`src/rtl/uart_fifo_top.sv`:
```
// uart_fifo_top: UART transmitter and receiver, each buffered by a FIFO.
// TX words are queued through a valid/ready push port and serialised LSB first.
// RX frames are stored with their error flags in a first-word-fall-through FIFO.
// Optional feature macro: UART_LOOPBACK_EN adds a 'loopback' input. When it is
// high, the TX stream feeds the RX synchroniser and txd is held idle high.
module uart_fifo_top #(
  parameter int CLK_RATE    = 27000000,
  parameter int BPS_RATE    = 115200,
  parameter int DATA_W      = 8,
  parameter int PARITY_MODE = 0,
  parameter int STOP_BITS   = 1,
  parameter int FIFO_DEPTH  = 16
) (
  input  logic                          clk,
  input  logic                          rst,
`ifdef UART_LOOPBACK_EN
  input  logic                          loopback,
`endif
  input  logic                          rxd,
  output logic                          txd,
  input  logic [DATA_W-1:0]             tx_data,
  input  logic                          tx_valid,
  output logic                          tx_ready,
  output logic [DATA_W-1:0]             rx_data,
  output logic                          rx_valid,
  input  logic                          rx_ready,
  output logic                          rx_parity_err,
  output logic                          rx_frame_err,
  output logic                          rx_overflow,
  output logic [$clog2(FIFO_DEPTH):0]   tx_count,
  output logic [$clog2(FIFO_DEPTH):0]   rx_count
);

  localparam int BIT_CNT = CLK_RATE / BPS_RATE;
  localparam int CNT_W   = $clog2(STOP_BITS * BIT_CNT + 1);
  localparam int IDX_W   = $clog2(DATA_W);
  localparam int PTR_W   = $clog2(FIFO_DEPTH);
  localparam int CW      = PTR_W + 1;

  localparam logic [CNT_W-1:0] BIT_LAST  = CNT_W'(BIT_CNT - 1);
  localparam logic [CNT_W-1:0] HALF_LAST = CNT_W'(BIT_CNT / 2 - 1);
  localparam logic [CNT_W-1:0] STOP_LAST = CNT_W'(STOP_BITS * BIT_CNT - 1);
  localparam logic [CNT_W-1:0] CNT_ONE   = CNT_W'(1);
  localparam logic [IDX_W-1:0] IDX_LAST  = IDX_W'(DATA_W - 1);
  localparam logic [IDX_W-1:0] IDX_ONE   = IDX_W'(1);
  localparam logic [CW-1:0]    FULL_C    = CW'(FIFO_DEPTH);
  localparam logic [CW-1:0]    CNT_INC   = CW'(1);
  localparam logic [PTR_W-1:0] PTR_ONE   = PTR_W'(1);

  localparam logic [2:0] S_IDLE   = 3'd0;
  localparam logic [2:0] S_START  = 3'd1;
  localparam logic [2:0] S_DATA   = 3'd2;
  localparam logic [2:0] S_PARITY = 3'd3;
  localparam logic [2:0] S_STOP   = 3'd4;

  // ---------------- TX FIFO ----------------
  logic [DATA_W-1:0] tx_mem [FIFO_DEPTH];
  logic [PTR_W-1:0]  tx_wr_ptr_reg, tx_rd_ptr_reg;
  logic [CW-1:0]     tx_count_reg;
  logic              tx_push, tx_pop;
  logic [DATA_W-1:0] tx_head;

  assign tx_ready = (tx_count_reg != FULL_C);
  assign tx_push  = tx_valid && tx_ready;
  assign tx_head  = tx_mem[tx_rd_ptr_reg];
  assign tx_count = tx_count_reg;

  // TX storage write port
  always_ff @(posedge clk) begin
    if (tx_push) tx_mem[tx_wr_ptr_reg] <= tx_data;
  end

  // TX pointers and occupancy
  always_ff @(posedge clk) begin
    if (rst) begin
      tx_wr_ptr_reg <= '0;
      tx_rd_ptr_reg <= '0;
      tx_count_reg  <= '0;
    end else begin
      if (tx_push) tx_wr_ptr_reg <= tx_wr_ptr_reg + PTR_ONE;
      if (tx_pop)  tx_rd_ptr_reg <= tx_rd_ptr_reg + PTR_ONE;
      case ({tx_push, tx_pop})
        2'b10:   tx_count_reg <= tx_count_reg + CNT_INC;
        2'b01:   tx_count_reg <= tx_count_reg - CNT_INC;
        default: tx_count_reg <= tx_count_reg;
      endcase
    end
  end

  // ---------------- TX FSM ----------------
  logic [2:0]        tx_state_reg;
  logic [CNT_W-1:0]  tx_timer_reg;
  logic [IDX_W-1:0]  tx_idx_reg;
  logic [DATA_W-1:0] tx_shift_reg;
  logic              tx_par_reg;
  logic              txd_reg;

  // A word is taken when idle, or on the last stop cycle so frames run back to back
  assign tx_pop = (tx_count_reg != '0) &&
                  ((tx_state_reg == S_IDLE) ||
                   ((tx_state_reg == S_STOP) && (tx_timer_reg == '0)));

  // Serialise start, data (LSB first), optional parity and stop bits
  always_ff @(posedge clk) begin
    if (rst) begin
      tx_state_reg <= S_IDLE;
      tx_timer_reg <= '0;
      tx_idx_reg   <= '0;
      tx_shift_reg <= '0;
      tx_par_reg   <= 1'b0;
      txd_reg      <= 1'b1;
    end else if (tx_pop) begin
      tx_state_reg <= S_START;
      tx_timer_reg <= BIT_LAST;
      tx_shift_reg <= tx_head;
      tx_par_reg   <= (PARITY_MODE == 1) ? ~(^tx_head) : (^tx_head);
      txd_reg      <= 1'b0;
    end else begin
      case (tx_state_reg)
        S_IDLE: txd_reg <= 1'b1;
        S_START: begin
          if (tx_timer_reg == '0) begin
            tx_state_reg <= S_DATA;
            tx_timer_reg <= BIT_LAST;
            tx_idx_reg   <= '0;
            txd_reg      <= tx_shift_reg[0];
            tx_shift_reg <= tx_shift_reg >> 1;
          end else tx_timer_reg <= tx_timer_reg - CNT_ONE;
        end
        S_DATA: begin
          if (tx_timer_reg == '0) begin
            tx_timer_reg <= BIT_LAST;
            if (tx_idx_reg == IDX_LAST) begin
              if (PARITY_MODE != 0) begin
                tx_state_reg <= S_PARITY;
                txd_reg      <= tx_par_reg;
              end else begin
                tx_state_reg <= S_STOP;
                tx_timer_reg <= STOP_LAST;
                txd_reg      <= 1'b1;
              end
            end else begin
              tx_idx_reg   <= tx_idx_reg + IDX_ONE;
              txd_reg      <= tx_shift_reg[0];
              tx_shift_reg <= tx_shift_reg >> 1;
            end
          end else tx_timer_reg <= tx_timer_reg - CNT_ONE;
        end
        S_PARITY: begin
          if (tx_timer_reg == '0) begin
            tx_state_reg <= S_STOP;
            tx_timer_reg <= STOP_LAST;
            txd_reg      <= 1'b1;
          end else tx_timer_reg <= tx_timer_reg - CNT_ONE;
        end
        S_STOP: begin
          if (tx_timer_reg == '0) tx_state_reg <= S_IDLE;
          else tx_timer_reg <= tx_timer_reg - CNT_ONE;
          txd_reg <= 1'b1;
        end
        default: begin
          tx_state_reg <= S_IDLE;
          txd_reg      <= 1'b1;
        end
      endcase
    end
  end

  // ---------------- Serial routing ----------------
  logic rx_src;
`ifdef UART_LOOPBACK_EN
  assign txd    = loopback ? 1'b1 : txd_reg;
  assign rx_src = loopback ? txd_reg : rxd;
`else
  assign txd    = txd_reg;
  assign rx_src = rxd;
`endif

  // ---------------- RX synchroniser ----------------
  logic rx_s1_reg, rx_s2_reg, rx_prev_reg;
  logic rx_fall;

  // Two flops for metastability, a third to spot the falling edge
  always_ff @(posedge clk) begin
    if (rst) begin
      rx_s1_reg   <= 1'b1;
      rx_s2_reg   <= 1'b1;
      rx_prev_reg <= 1'b1;
    end else begin
      rx_s1_reg   <= rx_src;
      rx_s2_reg   <= rx_s1_reg;
      rx_prev_reg <= rx_s2_reg;
    end
  end

  assign rx_fall = rx_prev_reg && !rx_s2_reg;

  // ---------------- RX FSM ----------------
  logic [2:0]        rx_state_reg;
  logic [CNT_W-1:0]  rx_timer_reg;
  logic [IDX_W-1:0]  rx_idx_reg;
  logic [DATA_W-1:0] rx_shift_reg;
  logic              rx_perr_reg;
  logic              rx_push;
  logic [DATA_W+1:0] rx_word;

  assign rx_push = (rx_state_reg == S_STOP) && (rx_timer_reg == '0);
  assign rx_word = {~rx_s2_reg, rx_perr_reg, rx_shift_reg};

  // Mid-bit sampling; a start bit that is high again at half period is a glitch
  always_ff @(posedge clk) begin
    if (rst) begin
      rx_state_reg <= S_IDLE;
      rx_timer_reg <= '0;
      rx_idx_reg   <= '0;
      rx_shift_reg <= '0;
      rx_perr_reg  <= 1'b0;
    end else begin
      case (rx_state_reg)
        S_IDLE: begin
          if (rx_fall) begin
            rx_state_reg <= S_START;
            rx_timer_reg <= HALF_LAST;
            rx_perr_reg  <= 1'b0;
          end
        end
        S_START: begin
          if (rx_timer_reg == '0) begin
            if (rx_s2_reg) rx_state_reg <= S_IDLE;
            else begin
              rx_state_reg <= S_DATA;
              rx_timer_reg <= BIT_LAST;
              rx_idx_reg   <= '0;
            end
          end else rx_timer_reg <= rx_timer_reg - CNT_ONE;
        end
        S_DATA: begin
          if (rx_timer_reg == '0) begin
            rx_shift_reg <= {rx_s2_reg, rx_shift_reg[DATA_W-1:1]};
            rx_timer_reg <= BIT_LAST;
            if (rx_idx_reg == IDX_LAST)
              rx_state_reg <= (PARITY_MODE != 0) ? S_PARITY : S_STOP;
            else
              rx_idx_reg <= rx_idx_reg + IDX_ONE;
          end else rx_timer_reg <= rx_timer_reg - CNT_ONE;
        end
        S_PARITY: begin
          if (rx_timer_reg == '0) begin
            rx_perr_reg  <= (PARITY_MODE == 1) ? ~((^rx_shift_reg) ^ rx_s2_reg)
                                               :  ((^rx_shift_reg) ^ rx_s2_reg);
            rx_state_reg <= S_STOP;
            rx_timer_reg <= BIT_LAST;
          end else rx_timer_reg <= rx_timer_reg - CNT_ONE;
        end
        S_STOP: begin
          if (rx_timer_reg == '0) rx_state_reg <= S_IDLE;
          else rx_timer_reg <= rx_timer_reg - CNT_ONE;
        end
        default: rx_state_reg <= S_IDLE;
      endcase
    end
  end

  // ---------------- RX FIFO (first-word-fall-through) ----------------
  logic [DATA_W+1:0] rx_mem [FIFO_DEPTH];
  logic [PTR_W-1:0]  rx_wr_ptr_reg, rx_rd_ptr_reg;
  logic [CW-1:0]     rx_count_reg;
  logic              rx_overflow_reg;
  logic              rx_pop, rx_wr;
  logic [DATA_W+1:0] rx_head;

  assign rx_valid = (rx_count_reg != '0);
  assign rx_pop   = rx_valid && rx_ready;
  // A pop in the same cycle frees a slot, so a full FIFO still accepts the word
  assign rx_wr    = rx_push && ((rx_count_reg != FULL_C) || rx_pop);
  assign rx_head  = rx_valid ? rx_mem[rx_rd_ptr_reg] : '0;
  assign {rx_frame_err, rx_parity_err, rx_data} = rx_head;
  assign rx_count    = rx_count_reg;
  assign rx_overflow = rx_overflow_reg;

  // RX storage write port
  always_ff @(posedge clk) begin
    if (rx_wr) rx_mem[rx_wr_ptr_reg] <= rx_word;
  end

  // RX pointers, occupancy and drop pulse
  always_ff @(posedge clk) begin
    if (rst) begin
      rx_wr_ptr_reg   <= '0;
      rx_rd_ptr_reg   <= '0;
      rx_count_reg    <= '0;
      rx_overflow_reg <= 1'b0;
    end else begin
      rx_overflow_reg <= rx_push && !rx_wr;
      if (rx_wr)  rx_wr_ptr_reg <= rx_wr_ptr_reg + PTR_ONE;
      if (rx_pop) rx_rd_ptr_reg <= rx_rd_ptr_reg + PTR_ONE;
      case ({rx_wr, rx_pop})
        2'b10:   rx_count_reg <= rx_count_reg + CNT_INC;
        2'b01:   rx_count_reg <= rx_count_reg - CNT_INC;
        default: rx_count_reg <= rx_count_reg;
      endcase
    end
  end

endmodule
```
`config.mk`:
```
export PLATFORM = sky130hd
export DESIGN_NAME = uart_fifo_top
export DESIGN_NICKNAME = d
export VERILOG_FILES = /design/src/rtl/uart_fifo_top.sv
export SDC_FILE = /design/constraint.sdc
export NUM_CORES = 1
export LEC_CHECK = 0
export ABC_AREA = 1
export CAP_MARGIN = 30
export CORE_MARGIN = 2
export CORE_UTILIZATION = 30
export DETAILED_ROUTE_END_ITERATION = 6
export PLACE_DENSITY = 0.47
export RECOVER_POWER = 25
export SLEW_MARGIN = 20
export SYNTH_ARGS = -nofsm -noshare
export SYNTH_HDL_FRONTEND = slang
export SYNTH_SLANG_ARGS = --single-unit
```
`constraint.sdc`:
```
create_clock -name clk -period 6.6 [get_ports clk]
set_input_delay 1.32 -clock clk [delete_from_list [all_inputs] [get_ports clk]]
set_output_delay 1.32 -clock clk [all_outputs]
set_load 0.02 [all_outputs]
```
**After elaboration in Yosys (flattened, before gate mapping)**

Memory sizes are Yosys's and may differ from the RTL's. A register that Yosys moved wholly into a read port is not among the register bits.
Index checks and enable logic that the tools add are counted.
Widths: inputs -> output; s select.

- Register bits: 76
- RAM bits: 288
- Input port bits: 13
- Output and inout bits: 24
- Word-level logic and storage cells: 182
- Memories kept: 2

Memory list:

| memory | depth | bits a word | rd ports | clocked after memory_dff | write ports | RTL line | source |
|---|---|---|---|---|---|---|---|
| rx_mem | 16 | 10 | 1 | 1 | 1 | 265 | `logic [DATA_W+1:0] rx_mem [FIFO_DEPTH];` |
| tx_mem | 16 | 8 | 1 | 1 | 1 | 57 | `logic [DATA_W-1:0] tx_mem [FIFO_DEPTH];` |

- Add/subtract/negate cells: 12
- Equality and inequality tests: 41
- Mux-type cells: 58
- Bitwise logic cells: 4
- Reduce and logical (&&, ||, !) cells: 43

Operators with widths:

| kind | count |
|---|---|
| $mux 8 | 12 |
| $mux 3 | 17 |
| $pmux 8 s2 | 2 |
| $pmux 8 s4 | 1 |
| $ne 2x2->1 const B | 15 |
| $pmux 3 s5 | 2 |
| $ne 3x3->1 const B | 7 |
| $pmux 5 s2 | 2 |
| $reduce_and 6->1 | 3 |
| $add 4x1->4 const B | 4 |
| $logic_not 8->1 | 2 |
| $mux 4 | 4 |
| $sub 8x1->8 const B | 2 |
| $eq 3x2->1 const B | 4 |
| $eq 3x3->1 const B | 4 |
| $mux 1 | 12 |
| $pmux 3 s2 | 2 |
| $reduce_bool 2->1 | 6 |
| $add 5x1->5 const B | 2 |
| $mux 10 | 1 |
| $ne 5x5->1 const B | 2 |
| $reduce_and 5->1 | 2 |
| $reduce_bool 5->1 | 2 |
| $sub 5x1->5 const B | 2 |
| 23 further kinds | 46 |

**Depth between registers and ports, before layout**

- Depth after elaboration: 6
- Mapped depth: 19

**Worst setup path before layout**

Ideal clock, no wire load.

- Path kind: in2reg
- From: input port rx_ready
- To: register rx_count_reg[4] (netlist: rx_count[4])
- Library setup time: 0.072 ns
- Arrival time: 2.957 ns
- Required time: 6.528 ns
- Slack: 3.571 ns
- Cell stages on the path: 12
- Buffers on the path: 0
- Path through: inv_1 nand2_1 nor2_1 nor2_4 inv_2 ha_1 inv_1 fa_1 o21ai_0 xor2_1 nand2_1 a21oi_1

- Longest elaborated chain between the ends: 5
- Elaborated cells on any way between the ends: 7
- Classes of those cells: eq/ne (2); mux (1); reduce/logical (4)

RTL lines:

| item | RTL line | source |
|---|---|---|
| from (decl) | 26 | `input logic rx_ready,` |
| $logic_and 1x1->1 (*) | 273 | `assign rx_pop = rx_valid && rx_ready;` |
| $logic_or 1x1->1 | 275 | `assign rx_wr = rx_push && ((rx_count_reg != FULL_C) \|\| rx_pop);` |
| $logic_and 1x1->1 | 275 |  |
| $eq 2x1->1 or $eq 2x2->1 (tied branches) | 297 | `case ({rx_wr, rx_pop})` |
| $pmux 5 s2 or $reduce_bool 2->1 (tied branches) | - |  |
| to (signal assigned) | 298 | `2'b10: rx_count_reg <= rx_count_reg + CNT_INC;` |
| to (signal assigned) | 299 | `2'b01: rx_count_reg <= rx_count_reg - CNT_INC;` |
| to (signal assigned) | 300 | `default: rx_count_reg <= rx_count_reg;` |
| to (decl) | 267 | `logic [CW-1:0] rx_count_reg;` |

Mark *: on every way between the ends. The rest lies on a longest branch, timed or not.
A chain may end at the register's enable or synchronous reset.

==> impl_metrics.ini <==
[outcome]
status = finished, violations left
violations = capacitance limit, slew limit

[routing]
wl_per_cell_um = 16.5
antenna_left = 0
routed_wirelength_mm = 39.5
vias = 11200
firstDrtPassIters = 5
drt-initial-drc-count = 638
vias_per_cell = 4.68
drcViolationCount = 0

[floorplanning]
floorplan.die_area_um2 = 56100
dieWidth_um = 237
core_area_um2 = 53700
start_util_pct = 30.3
num_rows = 85
pin_count = 37
fp.dieH_um = 237

[pwr]
internal_power_w = 0.00494
p_total_w = 0.00788
pwr-share-comb_pct = 34.2
power_frac_seq_pct = 37.0
power_density_nw_per_um2 = 421
p_switching_w = 0.00293
ir_worst_vdd_mv = 0.223
power_frac_clock_pct = 28.8
switching_share_pct = 37.3
p_leak_nw = 7.08

[placed_design]
port_buffers = 36
dp_hpwl_mm = 24.1
place.gp.congestion = 0.818
dpl-instance-area_um2 = 17400

[critical_path]
startpoint_type = register
cp_max_fo = 26
path_class = reg -> out
end_kind = output pin
cp_data_arrival_time_ns = 3.58
critical_path_required_ns = 5.28

[yosys]
synthTopCellsByArea = edfxtp_1 53%, dfxtp_1 10%, nand2_1 9.7%
synthTopCellsByCount = 421 x nand2_1, 288 x edfxtp_1, 180 x nor2_1
yosysMostFrequentCell = nand2_1
synth_seq_cells = 372
synth_seq_area_share_pct = 63.5
synth_area_um2 = 16300
yosys_warnings = 0
synth_edf_count = 288
yosysTopAreaCell = edfxtp_1
synthCells = 1633
yosysUniqueCellTypes = 40
syn_area_per_cell_um2 = 9.96
async_reset_ff_share_pct = 0
synth_nets = 1672
ys.flop_type = edfxtp_1
yosys.area.top_type_share_pct = 53.2

[global_route]
grt_overflow_total = 0
grt_max_degree = 81
track_usage_pct = 14.1
grt_pass1_wl_mm = 61.7
antenna_found_initial = 0
grt_pass1_vias = 10700

[timing]
fin_crit_sh_pct = 74.3
hold_viol = 0
fmax_ghz = 0.204
finalSetupViolCount = 0
tns_ns = 0
skew_ns = 0.0256
drv_slew = 44
fin_crit_ns = 4.90
rsz0062_at_grt = false
worstMarginPinSlew_ns = 2.48
relSlewSlack_pct = -65.3

[finish]
areaGrowthSynthToFinish_pct = 15.1
largestRegisters = rx_mem (160), tx_mem (128)
fin_nets = 1709
diodes = 0
largest_reg_flops = 160
drive_above_1_share_pct = 8.11
design_area_um2 = 18700
regMostFlops = rx_mem

[clock_tree]
insertion_delay_ns = 0.57
cts_resized = 0
cts_setup_buffers = 0
clk_pin_slew_ns = 0.06
htreeDepth = 2
cts_buffers = 43
cts_sinks = 372
root_buffer = clkbuf_16
cts_hold_buffers = 0
cts_tree = done
clk_path_buf_depth = 3

[hold_path]
hold_path_class = reg -> reg

[run]
drv_cap = 1
## final timing paths
path | end | cells past startpoint | slack [ns] | start
worst min-delay path | rx_s2_reg | 1 | 0.43 | rx_s1_reg
worst max register to register | tx_count[4] | 16 | 3.66 | tx_timer_reg[0]
worst max-delay path | rx_data[2] | 5 | 1.70 | register
worst min register to register | rx_s2_reg | 1 | 0.43 | rx_s1_reg
## routing by layer
layer / share of wire [%] / GRT usage (%) / vias to the layer above
li1: - / - / 5577
met1: 48 / 19.3 / 5373
met2: 46 / 22.5 / 196
met3: 3.8 / 2.33 / 66
met4: 2.4 / 4.66 / 0
met5: 0 / 0 / -
## worst max-delay path, cell delays in order (launching register included)
cell and delay [ns]:
dfxtp_1 0.76, clkinv_1 0.87, o211ai_1 0.35, nand3_1 0.12, a21oi_1 0.25, clkdlybuf4s50_1 0.65
## kinds of logic (layout without fill, tap and decap cells)
family	Yosys count	after routing	synth area share (%)
adder cells (fa/ha/maj)	26	26	2.05
AND/OR/NAND/NOR	787	787	20.3
flip-flops	372	372	63.5
buffers and inverters	203	271	5.10
XOR/XNOR	23	23	1.24
AO/OA/AOI/OAI	222	222	7.87
## cells in the final DEF (no fill, tap or decap), types with 2 or more instances in the layout
cell	count
nand2_1	421
edfxtp_1	288
nor2_1	177
nand3_1	143
inv_1	121
o21ai_0	83
dfxtp_1	82
a21oi_1	79
clkbuf_16	44
clkdlybuf4s50_1	35
o211ai_1	26
ha_1	25
clkbuf_1	19
buf_4	19
xor2_1	15
nand2_2	10
o31ai_1	10
nor2_2	9
inv_2	9
xnor2_1	8
a21oi_2	8
nand4_1	7
clkinv_2	6
nor3_1	6
a211oi_1	6
clkinv_1	5
o21ai_2	4
or2_2	4
clkbuf_8	4
nor2_4	3
o21ai_1	3
nor2_8	2
nand2_4	2
a211oi_2	2
dfxtp_2	2
buf_6	2
## power groups by stage
stage | Sequential [W] | Combinational [W] | Clock [W]
4_1_cts | 0.00292 | 0.00274 | 0.00233
6_report | 0.00292 | 0.00269 | 0.00227
2_1_floorplan | 0.00293 | 0.00198 | 0
3_3_place_gp | 0.00296 | 0.00269 | 0
5_1_grt | 0.00294 | 0.00306 | 0.00242
3_5_place_dp | 0.00296 | 0.00272 | 0
## layout make-up
| type | instances | area (µm²) |
|---|---|---|
| timing repair buffer | 60 | 559 |
| multi-input combinational | 1058 | 5120 |
| inverter | 135 | 510 |
| clock inverter | 10 | 113 |
| tap | 696 | 871 |
| clock buffer | 66 | 1220 |
| fill | 5328 | 35000 |
| sequential | 372 | 10300 |
## through the flow
step | util [%] | hold WS, ns | instances | worst slack (ns)
after global placement | 32.2 | 0.434 | 2315 | 2.39
after CTS | 34.9 | 0.439 | 2397 | 1.64
after detailed placement | 32.4 | 0.425 | 2321 | 2.26
final | 34.9 | 0.434 | 2397 | 1.70
after floorplan | - | 0.389 | 1633 | 3.57
after global routing | 34.9 | 0.453 | 2397 | 1.45
Power figures use the tool's default switching activity.
